--- src/rtl/multicycle_control.sv ---
// ---------------------------------------------------------------------------
// multicycle_control
//
// Sequencing FSM for the multicycle RV32I core. One memory port is shared by
// instruction fetch and data access, and one ALU computes PC+4, the branch
// target and the execute result. Outputs are a Mealy function of the current
// state and the inputs.
//
// Ports:
//   clk, rst      core clock, synchronous active-high reset
//   op, funct3,   instruction fields from the datapath IR
//   funct7_5
//   EQ            ALU zero flag (operands equal)
//   mem_ready     memory completes the access this cycle
//   mem_req       memory access request
//   AdrSrc        memory address select: 0 = PC, 1 = ALUOut
//   IRWrite       load IR and OldPC
//   PCWrite       load PC from the result mux
//   RegWrite      register file write enable
//   MemWrite      store strobe, qualified by mem_req
//   ALUSrcA/B     ALU operand selects
//   ALUctrl       ALU operation
//   ImmSrc        immediate format select
//   ResultSrc     result mux select
//   state_o       current state (debug)
//   illegal       high while trapped on an unsupported instruction
// ---------------------------------------------------------------------------
module multicycle_control #(
    parameter int STATE_W = 4
) (
    input  logic               clk,
    input  logic               rst,
    input  logic [6:0]         op,
    input  logic [2:0]         funct3,
    input  logic               funct7_5,
    input  logic               EQ,
    input  logic               mem_ready,
    output logic               mem_req,
    output logic               AdrSrc,
    output logic               IRWrite,
    output logic               PCWrite,
    output logic               RegWrite,
    output logic               MemWrite,
    output logic [1:0]         ALUSrcA,
    output logic [1:0]         ALUSrcB,
    output logic [2:0]         ALUctrl,
    output logic [1:0]         ImmSrc,
    output logic [1:0]         ResultSrc,
    output logic [STATE_W-1:0] state_o,
    output logic               illegal
);

    typedef enum logic [STATE_W-1:0] {
        FETCH    = STATE_W'(0),
        DECODE   = STATE_W'(1),
        MEMADR   = STATE_W'(2),
        MEMREAD  = STATE_W'(3),
        MEMWB    = STATE_W'(4),
        MEMWRITE = STATE_W'(5),
        EXECR    = STATE_W'(6),
        EXECI    = STATE_W'(7),
        ALUWB    = STATE_W'(8),
        BRANCH   = STATE_W'(9),
        TRAP     = STATE_W'(15)
    } state_t;

    localparam logic [6:0] OP_LW  = 7'b0000011;
    localparam logic [6:0] OP_SW  = 7'b0100011;
    localparam logic [6:0] OP_R   = 7'b0110011;
    localparam logic [6:0] OP_I   = 7'b0010011;
    localparam logic [6:0] OP_BR  = 7'b1100011;

    state_t state, state_next;

    function automatic logic alu_legal(input logic [2:0] f3);
        return (f3 == 3'b000) || (f3 == 3'b010) || (f3 == 3'b110) || (f3 == 3'b111);
    endfunction

    // sub_sel is only honoured for funct3=000; I-type callers pass 0.
    function automatic logic [2:0] alu_decode(input logic [2:0] f3, input logic sub_sel);
        logic [2:0] ctrl;
        ctrl = 3'b000;
        case (f3)
            3'b000:  ctrl = sub_sel ? 3'b001 : 3'b000;
            3'b010:  ctrl = 3'b101;
            3'b110:  ctrl = 3'b011;
            3'b111:  ctrl = 3'b010;
            default: ctrl = 3'b000;
        endcase
        return ctrl;
    endfunction

    always_ff @(posedge clk) begin
        if (rst) state <= FETCH;
        else     state <= state_next;
    end

    always_comb begin
        state_next = state;
        mem_req    = 1'b0;
        AdrSrc     = 1'b0;
        IRWrite    = 1'b0;
        PCWrite    = 1'b0;
        RegWrite   = 1'b0;
        MemWrite   = 1'b0;
        ALUSrcA    = 2'b00;
        ALUSrcB    = 2'b00;
        ALUctrl    = 3'b000;
        ImmSrc     = 2'b00;
        ResultSrc  = 2'b00;
        illegal    = 1'b0;

        unique case (state)
            FETCH: begin
                mem_req   = 1'b1;
                ALUSrcB   = 2'b10;
                ResultSrc = 2'b10;
                if (mem_ready) begin
                    IRWrite    = 1'b1;
                    PCWrite    = 1'b1;
                    state_next = DECODE;
                end
            end
            DECODE: begin
                // Speculatively form the branch target into ALUOut.
                ALUSrcA = 2'b01;
                ALUSrcB = 2'b01;
                ImmSrc  = 2'b10;
                if ((op == OP_LW || op == OP_SW) && funct3 == 3'b010)
                    state_next = MEMADR;
                else if (op == OP_R && alu_legal(funct3))
                    state_next = EXECR;
                else if (op == OP_I && alu_legal(funct3))
                    state_next = EXECI;
                else if (op == OP_BR && funct3[2:1] == 2'b00)
                    state_next = BRANCH;
                else
                    state_next = TRAP;
            end
            MEMADR: begin
                ALUSrcA    = 2'b10;
                ALUSrcB    = 2'b01;
                ImmSrc     = (op == OP_SW) ? 2'b01 : 2'b00;
                state_next = (op == OP_SW) ? MEMWRITE : MEMREAD;
            end
            MEMREAD: begin
                mem_req = 1'b1;
                AdrSrc  = 1'b1;
                if (mem_ready) state_next = MEMWB;
            end
            MEMWB: begin
                ResultSrc  = 2'b01;
                RegWrite   = 1'b1;
                state_next = FETCH;
            end
            MEMWRITE: begin
                mem_req  = 1'b1;
                AdrSrc   = 1'b1;
                MemWrite = 1'b1;
                if (mem_ready) state_next = FETCH;
            end
            EXECR: begin
                ALUSrcA    = 2'b10;
                ALUctrl    = alu_decode(funct3, funct7_5);
                state_next = ALUWB;
            end
            EXECI: begin
                ALUSrcA    = 2'b10;
                ALUSrcB    = 2'b01;
                ALUctrl    = alu_decode(funct3, 1'b0);
                state_next = ALUWB;
            end
            ALUWB: begin
                RegWrite   = 1'b1;
                state_next = FETCH;
            end
            BRANCH: begin
                ALUSrcA    = 2'b10;
                ALUctrl    = 3'b001;
                PCWrite    = (funct3 == 3'b000 && EQ) || (funct3 == 3'b001 && !EQ);
                state_next = FETCH;
            end
            TRAP: begin
                illegal = 1'b1;
            end
            default: begin
                // Unused encodings are treated as a fault.
                state_next = TRAP;
            end
        endcase

        // Reset abandons any access in flight: no strobes, FETCH selects.
        if (rst) begin
            mem_req   = 1'b0;
            AdrSrc    = 1'b0;
            IRWrite   = 1'b0;
            PCWrite   = 1'b0;
            RegWrite  = 1'b0;
            MemWrite  = 1'b0;
            ALUSrcA   = 2'b00;
            ALUSrcB   = 2'b10;
            ALUctrl   = 3'b000;
            ImmSrc    = 2'b00;
            ResultSrc = 2'b10;
            illegal   = 1'b0;
        end
    end

    assign state_o = state;

endmodule

--- config.mk ---
export PLATFORM = sky130hd
export DESIGN_NAME = multicycle_control
export DESIGN_NICKNAME = d
export VERILOG_FILES = /design/src/rtl/multicycle_control.sv
export SDC_FILE = /design/constraint.sdc
export NUM_CORES = 1
export LEC_CHECK = 0
export ABC_AREA = 1
export ABC_CLOCK_PERIOD_IN_PS = 1600
export CORE_MARGIN = 4
export CORE_UTILIZATION = 37
export CTS_BUF_LIST = sky130_fd_sc_hd__clkbuf_16
export DETAILED_ROUTE_END_ITERATION = 10
export GPL_ROUTABILITY_DRIVEN = 0
export PLACE_DENSITY = 0.82
export SYNTH_ARGS = -nofsm -noshare
export SYNTH_HDL_FRONTEND = slang
export SYNTH_SLANG_ARGS = --single-unit
--- constraint.sdc ---
create_clock -name clk -period 1.6 [get_ports clk]
set_input_delay 0.24 -clock clk [delete_from_list [all_inputs] [get_ports clk]]
set_output_delay 0.24 -clock clk [all_outputs]
set_load 0.01 [all_outputs]
# == Word level (Yosys, flattened, before mapping) ==
# Cells that the tools add are included.
# word_totals
regBits,4
input_bits,15
output_inout_bits,22
wordCells,85
# classes
eq_ne,22
muxes,38
bitwise_logic,1
reduce_logical,23
# op_table
op,n
case mux 4 bit (8 select lines),1
two-way mux 4 bit,6
case mux 3 bit (3 select lines),2
"equality test 4 x 3 -> 1 bit, second input constant",4
two-way mux 1 bit,16
case mux 2 bit (2 select lines),4
"equality test 7 x 6 -> 1 bit, second input constant",2
"equality test 4 bit, second input constant",3
case mux 3 bit (4 select lines),1
two-way mux 3 bit,3
OR reduction 3 bit,3
"equality test 4 x 2 -> 1 bit, second input constant",2
two-way mux 2 bit,4
"equality test 7 x 2 -> 1 bit, second input constant",1
"equality test 7 x 5 -> 1 bit, second input constant",1
"equality test 7 bit, second input constant",1
"equality test 3 bit, second input constant",2
logical AND 1 bit,6
"inequality test 2 bit, second input constant",3
OR reduction 2 bit,3
logical OR 1 bit,5
"equality test 4 x 1 -> 1 bit, second input constant",1
zero test 4 bit,1
AND reduction 4 bit,1
8 further kinds,8

# == Logic depth before layout (Yosys ltp) ==
# logic_depth
word_depth,9
mapped_depth,9
mapped_depth_nobuf,9

# == Least setup slack after synthesis ==
# Ideal clock, no wire load.
# synth_timing
path_kind,flip-flop to output port
startpoint,reg state[2] (netlist: state_o[2])
endpoint,out ALUctrl[0]
arrival_time_ns,1.174
required_time_ns,1.360
slack_ns,0.186
path_stages_with_launch,7
path_buffers,0
cell_sequence,dfxtp_1 > inv_2 > nor2_4 > inv_1 > nor2_2 > nand3b_1 > a31oi_1
# synth_between
elab_chain_cells,3
elab_cells_between_ends,5
classes_between,eq/ne (3); mux (2)
# synth_lines
item,line,source
from (decl),73,"state_t state, state_next;"
from (signal assigned),95,else state <= state_next;
equality test 4 bit or equality test 4 x 3 -> 1 bit (tied branches),113,unique case (state)
case mux 3 bit (3 select lines) (*),113,
two-way mux 3 bit (*),193,if (rst) begin
to (decl),46,"output logic [2:0] ALUctrl,"
# Every way passes the cells marked *; elsewhere a longest branch is shown, timed or not.

# == Final worst setup path ==
# layout_timing
startpoint,in op[6]
endpoint,out ImmSrc[0]
# layout_between
elab_chain_cells,4
# layout_lines
item,line,source
from (decl),33,"input logic [6:0] op,"
equality test 7 x 6 -> 1 bit,143,ImmSrc = (op == OP_SW) ? 2'b01 : 2'b00;
two-way mux 1 bit,143,
case mux 2 bit (2 select lines),113,
two-way mux 2 bit,193,
to (decl),47,"output logic [1:0] ImmSrc,"
# No other way between the ends.

==> impl_metrics.env <==
export IMPL_outcome="finished with violations"
export IMPL_violations="setup timing"
export IMPL_critPathMaxFanout=2
export IMPL_rows=14
export IMPL_fin_ws_ns=-0.2198
export IMPL_tns_ns=-0.6604
export IMPL_clock_sinks=4
export IMPL_hold_slack_ns=0.7588
export IMPL_p_int_uw=1284
export IMPL_cts_buffer_depth=2
export IMPL_cts_root_buf="clkbuf_16"
export IMPL_portBuffers=36
export IMPL_ys_seq_area_share_pct=12.50
export IMPL_cts_tree="built"
export IMPL_avgSynthCellArea_um2=5.166
export IMPL_pwr_share_clk_pct=16.5
export IMPL_antennaDiodeCount=0
export IMPL_final_util_pct=94.52
export IMPL_largest_register_ff_count=4
export IMPL_dr_pass1_iters=5
export IMPL_grt_usage_pct=31.16
export IMPL_finalCriticalPeriod_ns=1.820
export IMPL_io_pins=37
export IMPL_wirelength_mm=4.884
export IMPL_grt_max_degree=8
export IMPL_coreArea_mm2=0.001577
export IMPL_postPlaceCellArea_mm2=0.001212
export IMPL_cp_end_kind="primary output"
export IMPL_vias=1409
export IMPL_drtIter0Drc=141
export IMPL_syn_inst=124
export IMPL_synthTopCellsByArea="nand2_1 (16%), nor2_1 (16%), dfxtp_1 (13%)"
export IMPL_gr_total_overflow=0
export IMPL_drv_cap=0
export IMPL_ant_nets=0
export IMPL_htree_num_levels=1
export IMPL_final_setup_skew_ns=0.001407
export IMPL_synth_area_um2=640.6
export IMPL_path_class="input pin to primary output"
export IMPL_start_kind="input pin"
export IMPL_synth_nets=139
export IMPL_rsz0062_at_grt="yes"
export IMPL_layout_nets=229
export IMPL_antenna_found_initial=0
export IMPL_peakVddDrop_mv=1.581
export IMPL_drc=0
export IMPL_clk_pin_slew_ns=0.03
export IMPL_multiInputGateArea_um2=535.5
export IMPL_fmax_mhz=549.5
export IMPL_die_w_um=49.61
export IMPL_ys_warn_count=0
export IMPL_worst_slew_pin_slew_ns=0.4255
export IMPL_synth_top_flop_cell="dfxtp_1"
export IMPL_fillers=49
export IMPL_setup_violations=12
export IMPL_async_flop_share_pct=0
export IMPL_grt_pass1_wl_mm=5.975
export IMPL_slew_viol_final=0
export IMPL_start_util_pct=40.63
export IMPL_yosysTopAreaCellShare_pct=15.82
export IMPL_regArea_um2=92.59
export IMPL_leakage_uw=0.0008673
export IMPL_powerDensity_mw_per_mm2=1599
export IMPL_p_sw_share_pct=46.12
export IMPL_slew_headroom_pct=71.33
export IMPL_power_frac_seq_pct=10.4
export IMPL_dp_hpwl_mm=2.098
export IMPL_synth_distinct_cells=23
export IMPL_holdCritPathClass="input pin to register"
export IMPL_synth_edf_count=0
export IMPL_cp_required_ns=1.36
export IMPL_die_area_mm2=0.002461
export IMPL_first_global_vias=1271
export IMPL_p_sw_uw=1099
export IMPL_hold_viol_final=0
export IMPL_worstPathArrival_ns=1.58
export IMPL_via_per_inst=6.180
export IMPL_fin_crit_sh_pct=113.7
export IMPL_yosysTopAreaCell="nand2_1"
export IMPL_numCtsBuffers=3
export IMPL_die_h_um=49.61
export IMPL_ys_top_cells_by_count="nand2_1 (27), nor2_1 (27), inv_1 (20)"
export IMPL_clk_latency_ns=0.22
export IMPL_comb_power_share_pct=73.1
export IMPL_wire_per_inst_um=21.42
export IMPL_drive_gt1_share_pct=50.00
export IMPL_synth_seq_cells=4
export IMPL_areaGrowthSynthToFinish_pct=132.6
export IMPL_stdcell_area_mm2=0.001490
## layer usage
metal / vias to the layer above / share of wire, % / global-route usage (%)
met5: - / 0 / 0
met4: 0 / 7.9 / 13.36
met3: 51 / 12 / 3.614
met2: 165 / 46 / 57.05
met1: 627 / 34 / 35.80
li1: 566 / - / -
## final cells by class
| class | instances | share of cell area (%) |
|---|---|---|
| inverter | 21 | 5.626 |
| multi-input combinational | 96 | 35.94 |
| timing repair buffer | 88 | 45.84 |
| clock buffer | 3 | 5.038 |
| tap | 16 | 1.343 |
| sequential | 4 | 6.213 |
## cells in the final DEF (no fill, tap or decap), drive strengths merged
cell / Yosys / final
dfxtp: 4 / 4
clkbuf: 2 / 8
dlygate4sd2: 0 / 11
nand2: 31 / 31
dlymetal6s2s: 0 / 4
o21ai: 7 / 7
nand4: 1 / 1
nand3: 13 / 13
nand3b: 1 / 1
nor2: 31 / 31
a21boi: 1 / 1
a31oi: 1 / 1
clkdlybuf4s50: 0 / 6
nor3: 2 / 2
inv: 21 / 21
a21o: 1 / 1
a21oi: 5 / 5
nor4: 1 / 1
o22ai: 1 / 1
buf: 1 / 62
## timing repair
| item | 4_1_cts | 5_1_grt |
|---|---|---|
| endpoints found under the setup margin | 20 | 19 |
| gates resized for setup | 75 | 36 |
| hold buffers | 0 | 0 |
| setup buffers | 19 | 5 |
| endpoints found under the hold margin | 0 | 0 |
| pin swaps | 10 | 11 |
## stage by stage
stage | power, uW | worst slack, ns | instances
finish | 2383 | -0.2198 | 228
global route | 2466 | -0.2452 | 228
CTS | 2032 | -0.09122 | 223
detailed placement | 1467 | -0.5376 | 201
global placement | 1424 | -0.4748 | 201
floorplan | 818.4 | 0.1860 | 124
## worst max-delay path: stages
cell	delay, ns
dlygate4sd2_1	0.27
inv_1	0.12
nand3_1	0.13
nor2_2	0.16
inv_1	0.09
nor4_2	0.37
buf_2	0.21
## power by group through the flow
| stage | clock (uW) | combinational [uW] | sequential, uW |
|---|---|---|---|
| CTS | 391 | 1400 | 242 |
| detailed placement | 0 | 1250 | 219 |
| floorplan | 0 | 596 | 222 |
| global route | 397 | 1820 | 254 |
| finish | 393 | 1740 | 249 |
| global placement | 0 | 1210 | 215 |
## cells by family after synthesis
kind of cell / count (synthesis) / share of synthesized area [%]
and+or+nand+nor: 80 / 58.60
buffers and inverters: 24 / 15.23
AOI/OAI and AO/OA: 16 / 13.67
DFF: 4 / 12.50
## worst paths after layout
check	cells after the start	from	slack (ns)	endpoint
setup reg to reg	10	state_o[3]	0.05	state_o[2]
hold / removal	6	op[6]	0.76	state_o[1]
setup / recovery	7	op[6]	-0.22	ImmSrc[0]
hold reg to reg	3	state_o[2]	0.77	state_o[2]
No activity file was read; power rests on OpenSTA's default activity.
